===== src/rtl/pc_redirect_unit_pkg.sv =====
// pc_redirect_unit_pkg: shared encodings and defaults for the PC redirect unit
package pc_redirect_unit_pkg;
    typedef enum logic {RUN = 1'b0, HOLD = 1'b1} state_t;
    typedef enum logic {JMP = 1'b0, BR = 1'b1} ptype_t;
    localparam logic [31:0] DEF_RESET_PC = 32'h0000_0000;
    localparam int DEF_INC = 4;
endpackage


===== src/rtl/pc_redirect_unit_if.sv =====
// pc_redirect_unit_if: redirect inputs and PC/status outputs of the PC stage
interface pc_redirect_unit_if #(
    parameter int WIDTH = 32,
    parameter int CNT_W = 16
);
    logic             stall;
    logic             branch_taken;
    logic [WIDTH-1:0] branch_target;
    logic             jump;
    logic [WIDTH-1:0] jump_target;
    logic [WIDTH-1:0] pc;
    logic [WIDTH-1:0] pc_plus_inc;
    logic             flush;
    logic             pending;
    logic             misalign_err;
    logic [CNT_W-1:0] redirect_count;
    modport master (
        output stall, branch_taken, branch_target, jump, jump_target,
        input  pc, pc_plus_inc, flush, pending, misalign_err, redirect_count
    );
    modport slave (
        input  stall, branch_taken, branch_target, jump, jump_target,
        output pc, pc_plus_inc, flush, pending, misalign_err, redirect_count
    );
endinterface


===== src/rtl/pc_redirect_unit_redirect_latch.sv =====
// pc_redirect_unit_redirect_latch: holds a redirect that arrived during a stall
module pc_redirect_unit_redirect_latch
    import pc_redirect_unit_pkg::*;
#(
    parameter int WIDTH = 32
) (
    input  logic             clk,
    input  logic             rst_n,
    input  logic             stall,
    input  logic             hold,
    input  logic             branch_taken,
    input  logic [WIDTH-1:0] branch_target,
    input  logic             jump,
    input  logic [WIDTH-1:0] jump_target,
    output logic [WIDTH-1:0] pend_target,
    output logic             jump_acc
);
    ptype_t pend_type;
    // a jump is taken only when no branch competes, and never over a pending branch
    assign jump_acc = jump & ~branch_taken & (~hold | (stall & pend_type == JMP));
    // capture or overwrite the pending target; releasing the stall empties it
    always_ff @(posedge clk or negedge rst_n) begin
        if (!rst_n) begin
            pend_target <= '0;
            pend_type   <= JMP;
        end else if (hold && !stall) begin
            pend_target <= '0;
            pend_type   <= JMP;
        end else if (stall && branch_taken) begin
            pend_target <= {branch_target[WIDTH-1:2], 2'b00};
            pend_type   <= BR;
        end else if (stall && jump_acc) begin
            pend_target <= {jump_target[WIDTH-1:2], 2'b00};
            pend_type   <= JMP;
        end
    end
endmodule


===== src/rtl/pc_redirect_unit.sv =====
// pc_redirect_unit: PC register with branch/jump redirect, stall latching and IF/ID flush
module pc_redirect_unit
    import pc_redirect_unit_pkg::*;
#(
    parameter int               WIDTH    = 32,
    parameter logic [WIDTH-1:0] RESET_PC = WIDTH'(DEF_RESET_PC),
    parameter int               INC      = DEF_INC,
    parameter int               CNT_W    = 16
) (
    input logic               clk,
    input logic               rst_n,
    pc_redirect_unit_if.slave bus
);
    state_t           st, st_nxt;
    logic             hold, apply, mis, jump_acc;
    logic [WIDTH-1:0] pc_q, pend_target, raw_tgt;
    logic             flush_q, err_q;
    logic [CNT_W-1:0] cnt_q;
    pc_redirect_unit_redirect_latch #(.WIDTH(WIDTH)) u_latch (
        .clk          (clk),
        .rst_n        (rst_n),
        .stall        (bus.stall),
        .hold         (hold),
        .branch_taken (bus.branch_taken),
        .branch_target(bus.branch_target),
        .jump         (bus.jump),
        .jump_target  (bus.jump_target),
        .pend_target  (pend_target),
        .jump_acc     (jump_acc)
    );
    assign hold    = (st == HOLD);
    assign apply   = ~bus.stall & (hold | bus.branch_taken | bus.jump);
    assign raw_tgt = bus.branch_taken ? bus.branch_target : hold ? pend_target : bus.jump_target;
    assign mis     = (bus.branch_taken & |bus.branch_target[1:0]) | (jump_acc & |bus.jump_target[1:0]);
    // a stall with any redirect in flight parks it in HOLD until the stall drops
    always_comb begin
        st_nxt = (bus.stall && (hold || bus.branch_taken || bus.jump)) ? HOLD : RUN;
    end
    // PC, flush, counter and sticky error update
    always_ff @(posedge clk or negedge rst_n) begin
        if (!rst_n) begin
            st      <= RUN;
            pc_q    <= RESET_PC;
            flush_q <= 1'b0;
            err_q   <= 1'b0;
            cnt_q   <= '0;
        end else begin
            st      <= st_nxt;
            pc_q    <= apply ? {raw_tgt[WIDTH-1:2], 2'b00} : bus.stall ? pc_q : pc_q + WIDTH'(INC);
            flush_q <= apply;
            err_q   <= err_q | mis;
            cnt_q   <= cnt_q + CNT_W'(apply & ~&cnt_q);
        end
    end
    assign bus.pc             = pc_q;
    assign bus.pc_plus_inc    = pc_q + WIDTH'(INC);
    assign bus.flush          = flush_q;
    assign bus.pending        = hold;
    assign bus.misalign_err   = err_q;
    assign bus.redirect_count = cnt_q;
endmodule


===== src/flat_wrapper.sv =====
// flat-port wrapper written by rule: the top's interface ports become plain ports
module pc_redirect_unit_flat import pc_redirect_unit_pkg::*;
#(
    parameter int               WIDTH    = 32,
    parameter logic [WIDTH-1:0] RESET_PC = WIDTH'(DEF_RESET_PC),
    parameter int               INC      = DEF_INC,
    parameter int               CNT_W    = 16
)
  (clk, rst_n, bus_stall, bus_branch_taken, bus_branch_target, bus_jump, bus_jump_target, bus_pc, bus_pc_plus_inc, bus_flush, bus_pending, bus_misalign_err, bus_redirect_count);
  pc_redirect_unit_if #(.WIDTH(WIDTH), .CNT_W(CNT_W)) bus_i ();
  input logic clk;
  input logic rst_n;
  input wire logic [$bits(bus_i.stall)-1:0] bus_stall;
  input wire logic [$bits(bus_i.branch_taken)-1:0] bus_branch_taken;
  input wire logic [$bits(bus_i.branch_target)-1:0] bus_branch_target;
  input wire logic [$bits(bus_i.jump)-1:0] bus_jump;
  input wire logic [$bits(bus_i.jump_target)-1:0] bus_jump_target;
  output wire logic [$bits(bus_i.pc)-1:0] bus_pc;
  output wire logic [$bits(bus_i.pc_plus_inc)-1:0] bus_pc_plus_inc;
  output wire logic [$bits(bus_i.flush)-1:0] bus_flush;
  output wire logic [$bits(bus_i.pending)-1:0] bus_pending;
  output wire logic [$bits(bus_i.misalign_err)-1:0] bus_misalign_err;
  output wire logic [$bits(bus_i.redirect_count)-1:0] bus_redirect_count;
  assign bus_i.stall = bus_stall;
  assign bus_i.branch_taken = bus_branch_taken;
  assign bus_i.branch_target = bus_branch_target;
  assign bus_i.jump = bus_jump;
  assign bus_i.jump_target = bus_jump_target;
  assign bus_pc = bus_i.pc;
  assign bus_pc_plus_inc = bus_i.pc_plus_inc;
  assign bus_flush = bus_i.flush;
  assign bus_pending = bus_i.pending;
  assign bus_misalign_err = bus_i.misalign_err;
  assign bus_redirect_count = bus_i.redirect_count;
  pc_redirect_unit #(.WIDTH(WIDTH), .RESET_PC(RESET_PC), .INC(INC), .CNT_W(CNT_W)) u_core (.clk(clk), .rst_n(rst_n), .bus(bus_i));
endmodule

===== config.mk =====
export PLATFORM = sky130hd
export DESIGN_NAME = pc_redirect_unit_flat
export DESIGN_NICKNAME = d
export VERILOG_FILES = /design/src/rtl/pc_redirect_unit_pkg.sv /design/src/rtl/pc_redirect_unit_if.sv /design/src/rtl/pc_redirect_unit_redirect_latch.sv /design/src/rtl/pc_redirect_unit.sv /design/src/flat_wrapper.sv
export SDC_FILE = /design/constraint.sdc
export NUM_CORES = 1
export LEC_CHECK = 0
export BUFFER_PORTS_ARGS = -buffer_cell sky130_fd_sc_hd__buf_2
export CORE_MARGIN = 10
export CORE_UTILIZATION = 58
export DETAILED_ROUTE_END_ITERATION = 16
export HOLD_SLACK_MARGIN = 0.15
export PLACE_DENSITY = 0.87
export SYNTH_ARGS = -nofsm -noshare
export SYNTH_HDL_FRONTEND = slang
export SYNTH_SLANG_ARGS = --single-unit

===== constraint.sdc =====
create_clock -name clk -period 3.5 [get_ports clk]
set_input_delay 0.175 -clock clk [delete_from_list [all_inputs] [get_ports clk]]
set_output_delay 0.175 -clock clk [all_outputs]
set_load 0.05 [all_outputs]

# After elaboration in Yosys (flattened, before gate mapping)
# Index checks and enable logic that the tools add are counted.
[word_totals]
reg_bits = 84
input_bits = 69
[op_classes]
eq_ne = 1
addsub = 2
bitwise_logic = 16
reduce_logical = 12
n_mux = 11
[ops]
columns = ["cell", "n"]
rows = [
  ["32-bit two-way mux", 7],
  ["32-bit by 3-bit adder with 32-bit output, second input constant", 1],
  ["16-bit adder", 1],
  ["16-bit AND reduction", 1],
  ["1-bit bitwise AND", 7],
  ["1-bit OR", 5],
  ["1-bit logical AND", 4],
  ["1-bit two-way mux", 4],
  ["1-bit inverter", 4],
  ["2-bit OR reduction", 2],
  ["3-bit nonzero test", 1],
  ["1-bit zero test", 2],
  ["1-bit logical OR", 2],
  ["2-bit by 1-bit != test with 1-bit output, second input constant", 1],
]

# Logic depth before layout (Yosys ltp)
# Gate-level depths: netlist of run 1.
[logic_depth]
ltp_word = 8
mapped_depth = 10
mapped_depth_nobuf = 9

# Modules after synthesis
# Synthesis of run 1 repeated with hierarchy kept, for this count alone.
[hier_totals]
cells_unflattened = 614
hier_area_um2 = 5459.0
[by_module_without_submodules]
columns = ["module", "area_each_um2", "instances", "seq_area_each_um2", "cells_per_inst"]
rows = [
  ["pc_redirect_unit", 3950.0, 1, 1226.2, 485],
  ["pc_redirect_unit_redirect_latch", 1508.9, 1, 775.7, 129],
]

# Worst setup path before layout of run 1
# Ideal clock, no wire load.
[synth_timing]
path_kind = "register to output"
startpoint = "reg u_core.pc_q[2] (netlist: u_core.bus.pc[2])"
endpoint = "out bus_pc_plus_inc[28]"
slack_ns = 0.631
arrival_ns = 2.694
required_ns = 3.325
stages_incl_launch_ff = 6
n_path_buf = 0
cell_sequence = "dfrtp_1 ha_1 nand4_4 nor4_4 and3_1 xor2_1"
[synth_between]
elab_chain_len = 1
[synth_rtl]
columns = ["element", "line_no", "source"]
rows = [
  ["start, declared", "pc_redirect_unit.sv:16", "logic [WIDTH-1:0] pc_q, pend_target, raw_tgt;"],
  ["start signal, assigned", "pc_redirect_unit.sv:49", "pc_q <= apply ? {raw_tgt[WIDTH-1:2], 2'b00} : bus.stall ? pc_q : pc_q + WIDTH'(INC);"],
  ["32-bit by 3-bit adder with 32-bit output", "pc_redirect_unit.sv:56", "assign bus.pc_plus_inc = pc_q + WIDTH'(INC);"],
  ["end, declared", "flat_wrapper.sv:19", "output wire logic [$bits(bus_i.pc_plus_inc)-1:0] bus_pc_plus_inc;"],
]
# Every way passes these cells.

# Worst setup path in the final report of run 1
[layout_timing]
startpoint = "reg u_core.st (netlist: u_core.bus.pending)"
endpoint = "reg u_core.u_latch.pend_target[7]"
[layout_between]
elab_chain_len = 5
elab_cells_between_ends = 7
classes_between = "1 x mux; 3 x bitwise; 3 x reduce/logical"
[layout_rtl]
columns = ["element", "line_no", "source"]
rows = [
  ["start, declared", "pc_redirect_unit.sv:14", "state_t st, st_nxt;"],
  ["start signal, assigned", "pc_redirect_unit.sv:48", "st <= st_nxt;"],
  ["1-bit inverter", "pc_redirect_unit_redirect_latch.sv:20", "assign jump_acc = jump & ~branch_taken & (~hold | (stall & pend_type == JMP));"],
  ["1-bit OR", "pc_redirect_unit_redirect_latch.sv:20", ""],
  ["1-bit bitwise AND", "pc_redirect_unit_redirect_latch.sv:20", ""],
  ["1-bit logical AND", "pc_redirect_unit_redirect_latch.sv:32", "end else if (stall && jump_acc) begin"],
  ["3-bit nonzero test (no line)", "n/a", ""],
  ["end signal, assigned", "pc_redirect_unit_redirect_latch.sv:30", "pend_target <= {branch_target[WIDTH-1:2], 2'b00};"],
  ["end signal, assigned", "pc_redirect_unit_redirect_latch.sv:33", "pend_target <= {jump_target[WIDTH-1:2], 2'b00};"],
  ["end, declared", "pc_redirect_unit_redirect_latch.sv:15", "output logic [WIDTH-1:0] pend_target,"],
]
# Several ways; a longest one is shown, not always the timed one.
# A chain may end at the register's enable or synchronous reset.

==> results of run 1 <==
==> worst max-delay path by stage <==
stage / slack (ns) / endpoint / cells after the start
2_1_floorplan: 0.63 / bus_pc_plus_inc[28] / 5
3_5_place_dp: 0.84 / u_core.bus.redirect_count[12]$_DFF_PN0_ / 9
4_1_cts: 0.46 / u_core.u_latch.pend_target[5]$_DFFE_PN0P_ / 6
5_1_grt: 0.23 / u_core.u_latch.pend_target[5]$_DFFE_PN0P_ / 6
6_report: 0.39 / u_core.u_latch.pend_target[7]$_DFFE_PN0P_ / 6
3_3_place_gp: 0.93 / u_core.bus.redirect_count[12]$_DFF_PN0_ / 9
==> power breakdown <==
part           total [mW]  switching (mW)  internal (mW)
Sequential           1.28           0.214           1.06
Combinational        1.32           0.929          0.388
Clock               0.790           0.381          0.409
==> metrics by stage <==
step | worst slack, ns | util
2_1_floorplan | 0.6314 | -
3_3_place_gp | 0.9325 | 0.6757
3_5_place_dp | 0.8384 | 0.6757
4_1_cts | 0.4639 | 0.7288
5_1_grt | 0.2256 | 0.7290
6_report | 0.3930 | 0.7290
==> area by class of cell <==
class                   count  area, sq um  share of cell area
multi-input cells         497         3231              0.4751
flip-flops and latches     80         2003              0.2946
repair buffers            186         1099              0.1615
well taps                 129        161.4             0.02374
clock buffers               9        123.9             0.01822
clock inverters             7        101.3             0.01490
inverters                  21        78.83             0.01159
diodes                      1        2.502           0.0003680
==> cells by family after synthesis <==
family,Yosys count
compound gates,162
xor+xnor,42
fa+ha+maj,3
buf+inv,82
flops,80
mux,29
other cells,1
simple gates,257
==> metal layers <==
metal	vias to the layer above	global-route usage	part of all wire
li1	2685	-	-
met1	2802	0.3184	0.39
met2	348	0.4016	0.48
met3	58	0.05188	0.089
met4	0	0.1167	0.039
met5	-	0	0
==> worst max-delay path, cell delays in order (launching register included) <==
cell           delay [ns]
dfrtp_2              0.58
buf_4                0.50
a21boi_0             0.25
o21ai_1              0.49
nor2_1               0.24
a221o_1              0.34
dlygate4sd3_1        0.56
==> cells in the final DEF, fill, tap and decap left out, types with 5 or more instances in the layout <==
master           n
o211ai_1         6
nand4_1         16
inv_1           21
a311oi_1         9
nand2_1         67
o22ai_1          8
nor3_1          28
nor2b_1          6
a21oi_1         34
nand3_1         25
mux2i_1         25
clkbuf_8         9
dfrtp_1         79
a31oi_1          6
and2_1           5
buf_2          146
nor4_1          12
nor2_1          44
nand2b_1         5
xnor2_1         28
buf_4           13
a211oi_1        13
and3_1          18
o21ai_0         31
a221o_1         11
xor2_1          14
a221oi_1         5
dlygate4sd3_1   27
nor3b_1          8
and4_1           7
==> state kept, by name, summed over array words and instances (netlist names) <==
name,flops
u_core.bus.pc,30
u_core.u_latch.pend_type,1
u_core.bus.pending,1
u_core.bus.flush,1
u_core.u_latch.pend_target,30
u_core.bus.redirect_count,16
u_core.bus.misalign_err,1
==> flow_summary.json, run 1 <==
{
  "status": "finished clean",
  "crit_type": "reg -> reg",
  "critPathCaptureType": "flop",
  "die_y_um": 118.1,
  "initial_core_util": 0.5988,
  "ant_nets": 0,
  "arrival_ns": 3.35,
  "hp-start": "bus_branch_target[13]",
  "grt_pass1_vias": 5589,
  "max_freq_mhz": 321.9,
  "min_path_cells": 3,
  "fin_crit_sh": 0.8877,
  "synth_fa_ha_area_frac": 0.006720,
  "r2r_slack_ns": 0.39,
  "gr-usage-all-layers": 0.2511,
  "syn_area_per_cell_sq_um": 8.514,
  "drt_iter0_drc": 673,
  "slew_viol_final": 0,
  "cts_tree": "done",
  "syn_area_sq_um": 5585,
  "crit_required_ns": 3.74,
  "ys_types": 64,
  "cts-root-buf": "clkbuf_8",
  "relSlewSlack": 0.2696,
  "rsz0062_at_grt": "no",
  "cts_made_buffers": 9,
  "synth_largest_area_cell": "dfrtp_1",
  "rows": 35,
  "power.total_mw": 3.384,
  "ir_drop_mv": 0.6841,
  "skew_ns": 0.008909,
  "placed_cells": 886,
  "drt_wl_total_um": 18460,
  "synth_edf_count": 0,
  "powerDensity_nw_per_um2": 497.7,
  "yosys.area_share.simple": 0.2469,
  "grt_overflow": 0,
  "ios": 152,
  "synthCells": 656,
  "cts_setup_buffers": 0,
  "layoutNonFillerInstCount": 930,
  "whs_endpoint": "u_core.u_latch.pend_target[13]$_DFFE_PN0P_",
  "grt_max_degree": 76,
  "first_pass_iters": 5,
  "cts_resized": 0,
  "drc_errors": 0,
  "antenna_found_initial": 1,
  "post_dp_cell_area_sq_um": 6302,
  "finalHoldViolCount": 0,
  "fin_setup_tns_ns": 0,
  "yosysMostFrequentCell": "dfrtp_1",
  "r2r_cells": 6,
  "cp-startpoint": "u_core.bus.pending$_DFF_PN0_",
  "vias_per_cell": 6.337,
  "synth_top_area_share": 0.3584,
  "ys_top_cells_by_area": "dfrtp_1, nand2_1, mux2i_1",
  "clock_latency_ns": 0.36,
  "r2r_start": "u_core.bus.pending$_DFF_PN0_",
  "vias": 5893,
  "synth_compound_area_frac": 0.2025,
  "synth_warnings": 0,
  "ys_ff_latch": 80,
  "portBuffers": 147,
  "cts_hold_buffers": 27,
  "regToRegEndpoint": "u_core.u_latch.pend_target[7]$_DFFE_PN0P_",
  "max-cap-violations": 0,
  "fill_cells": 719,
  "core_area_sq_um": 9328,
  "cts.clk_slew.worst_paths_ns": 0.09,
  "p_leak_nw": 3.068,
  "h-tree-depth": 3,
  "seq_area_frac_synth": 0.3584,
  "syn2layout_area_growth_pct": 21.75,
  "fp.dieW_um": 118.1,
  "cts.sinks": 80,
  "place_congestion": 0.9053,
  "hp-class": "in -> reg",
  "synthArstFlopShare": 1.000,
  "worst_pin_slew_ns": 1.068,
  "drt-wirelength-per-cell_um": 19.85,
  "synth_xor_area_frac": 0.06586,
  "synth_flop_cell": "dfrtp_1",
  "synth_common_cells": "dfrtp_1, nand2_1, nor2_1",
  "hpwl_um": 13040,
  "synth_mux_area_frac": 0.05287,
  "synth_top_family_by_area": "simple AND/OR/NAND/NOR gates",
  "crit_fanout": 40,
  "clk_path_buf_depth": 2,
  "drive_gt1_frac": 0.2413,
  "grt_pass1_wl_um": 29440,
  "dieArea_sq_um": 13950,
  "finalNetCount": 867,
  "finish.instance_area_sq_um": 6800,
  "timing.hold.ws_ns": 0.1574,
  "min_period_ns": 3.107,
  "setup-violations-final": 0,
  "start_kind": "flop"
}
No activity file was read; power rests on OpenSTA's default activity.
==> run 2: changes to the inputs <==
Settings changed: CELL_PAD_IN_SITES_DETAIL_PLACEMENT set to 1, CELL_PAD_IN_SITES_GLOBAL_PLACEMENT set to 1, CORE_UTILIZATION 58 to 42, PLACE_DENSITY 0.87 to not set, PLACE_DENSITY_LB_ADDON set to 0.1, SLEW_MARGIN set to 20.
==> flow_summary.json, run 2 (synthesized netlist as in run 1, its figures left out) <==
{
  "relSlewSlack": 0.3163,
  "timing.hold.ws_ns": 0.1735,
  "syn2layout_area_growth_pct": 24.04,
  "grt_overflow": 0,
  "layoutNonFillerInstCount": 975,
  "drive_gt1_frac": 0.2441,
  "finalHoldViolCount": 0,
  "first_pass_iters": 4,
  "min_period_ns": 2.815,
  "hp-class": "in -> reg",
  "grt.met1_usage": 0.2982,
  "drt_iter0_drc": 446,
  "die_y_um": 135.3,
  "top_usage_layer": "met2",
  "slew_viol_final": 0,
  "setup-violations-final": 0,
  "cp_slowest_stage_delay_ns": 0.48,
  "placed_cells": 935,
  "drt-wirelength-per-cell_um": 21.56,
  "place_congestion": 0.8960,
  "cts_setup_buffers": 0,
  "grtUsageMet2": 0.3785,
  "rows": 42,
  "rsz0062_at_grt": "no",
  "grt_pass1_wl_um": 33950,
  "grt_max_degree": 81,
  "fin_setup_tns_ns": 0,
  "fin_crit_sh": 0.8043,
  "status": "finished clean",
  "cts-root-buf": "clkbuf_16",
  "clock_latency_ns": 0.35,
  "h-tree-depth": 3,
  "core_area_sq_um": 13140,
  "cts_resized": 0,
  "finalNetCount": 866,
  "cts_made_buffers": 9,
  "crit_chain": "ha_1 > nand4_4 > nor4_4 > and3_1 > xor2_1 > buf_2",
  "worst_pin_slew_ns": 1.026,
  "crit_buf_inv": 1,
  "cts_tree": "done",
  "max_freq_mhz": 355.3,
  "gr-usage-all-layers": 0.2295,
  "crit_type": "reg -> out",
  "vias": 5769,
  "skew_ns": 0.003082,
  "crit_fanout": 9,
  "ant_nets": 0,
  "dieArea_sq_um": 18310,
  "hpwl_um": 15250,
  "drt_wl_total_um": 21020,
  "ir_drop_mv": 0.4400,
  "critPathCaptureType": "primary output",
  "powerDensity_nw_per_um2": 521.4,
  "initial_core_util": 0.4251,
  "ios": 152,
  "p_leak_nw": 3.106,
  "final_common_cell": "buf_2",
  "diodes": 0,
  "crit_family": "simple AND/OR/NAND/NOR gates",
  "clk_path_buf_depth": 2,
  "cts.sinks": 80,
  "antenna_found_initial": 0,
  "crit_slowest_cell": "dfrtp_1",
  "cts.clk_slew.worst_paths_ns": 0.07,
  "use_met3": 0.04636,
  "drc_errors": 0,
  "fp.dieW_um": 135.3,
  "layout_common_cells": "buf_2, dfrtp_1, nand2_1",
  "start_kind": "flop",
  "max-cap-violations": 0,
  "arrival_ns": 2.64,
  "cts_hold_buffers": 24,
  "vias_per_cell": 5.917,
  "crit_required_ns": 3.32,
  "final_core_util": 0.5273,
  "portBuffers": 147,
  "grt_pass1_vias": 6080
}
run 2: stage by stage:
step / power (mW) / area (sq um) / worst slack [ns]
final: 3.612 / 6928 / 0.6851
after global routing: 3.792 / 6928 / 0.4745
after CTS: 3.634 / 6924 / 0.6657
after detailed placement: 2.596 / 6376 / 1.060
after global placement: 2.558 / 6376 / 1.151
after floorplan: 2.214 / 5597 / 0.6314
run 2: final timing paths:
kind	start	slack, ns	cells past startpoint	end
hold / removal	bus_jump_target[30]	0.17	3	u_core.u_latch.pend_target[30]$_DFFE_PN0P_
hold reg to reg	u_core.bus.redirect_count[5]$_DFF_PN0_	0.49	1	u_core.bus.redirect_count[5]$_DFF_PN0_
max in group asynchronous	rst_n	2.42	2	u_core.bus.pending$_DFF_PN0_
setup / recovery	u_core.bus.pc[2]$_DFFE_PN0P_	0.69	6	bus_pc_plus_inc[28]
min in group asynchronous	rst_n	0.44	2	u_core.bus.pc[6]$_DFFE_PN0P_
setup reg to reg	u_core.bus.pending$_DFF_PN0_	0.87	5	u_core.u_latch.pend_target[28]$_DFFE_PN0P_
run 2: cell type report:
class | count | area [sq um]
Sequential cell | 80 | 2003
Inverter | 21 | 78.83
Tap cell | 176 | 220.2
Clock inverter | 6 | 68.82
Multi-Input combinational cell | 497 | 3231
Fill cell | 1606 | 6210
Timing Repair Buffer | 185 | 1087
Clock buffer | 10 | 239.0
run 2: power breakdown:
group	switching [mW]	leakage, nW	internal (mW)	total [mW]
combinational	0.949	1.98	0.384	1.33
sequential	0.214	0.972	1.07	1.28
clock	0.425	0.149	0.575	1.00
run 2: worst reg2reg max path: stages (launching register included):
cell	delay, ns
dfrtp_2	0.46
a21boi_0	0.32
o21a_1	0.82
nor2_1	0.09
a311oi_1	0.29
dlygate4sd3_1	0.58
run 2: metal layers:
| metal | share of wire | up-vias |
|---|---|---|
| li1 | - | 2677 |
| met1 | 0.44 | 2885 |
| met2 | 0.49 | 187 |
| met3 | 0.058 | 20 |
| met4 | 0.015 | 0 |
| met5 | 0 | - |
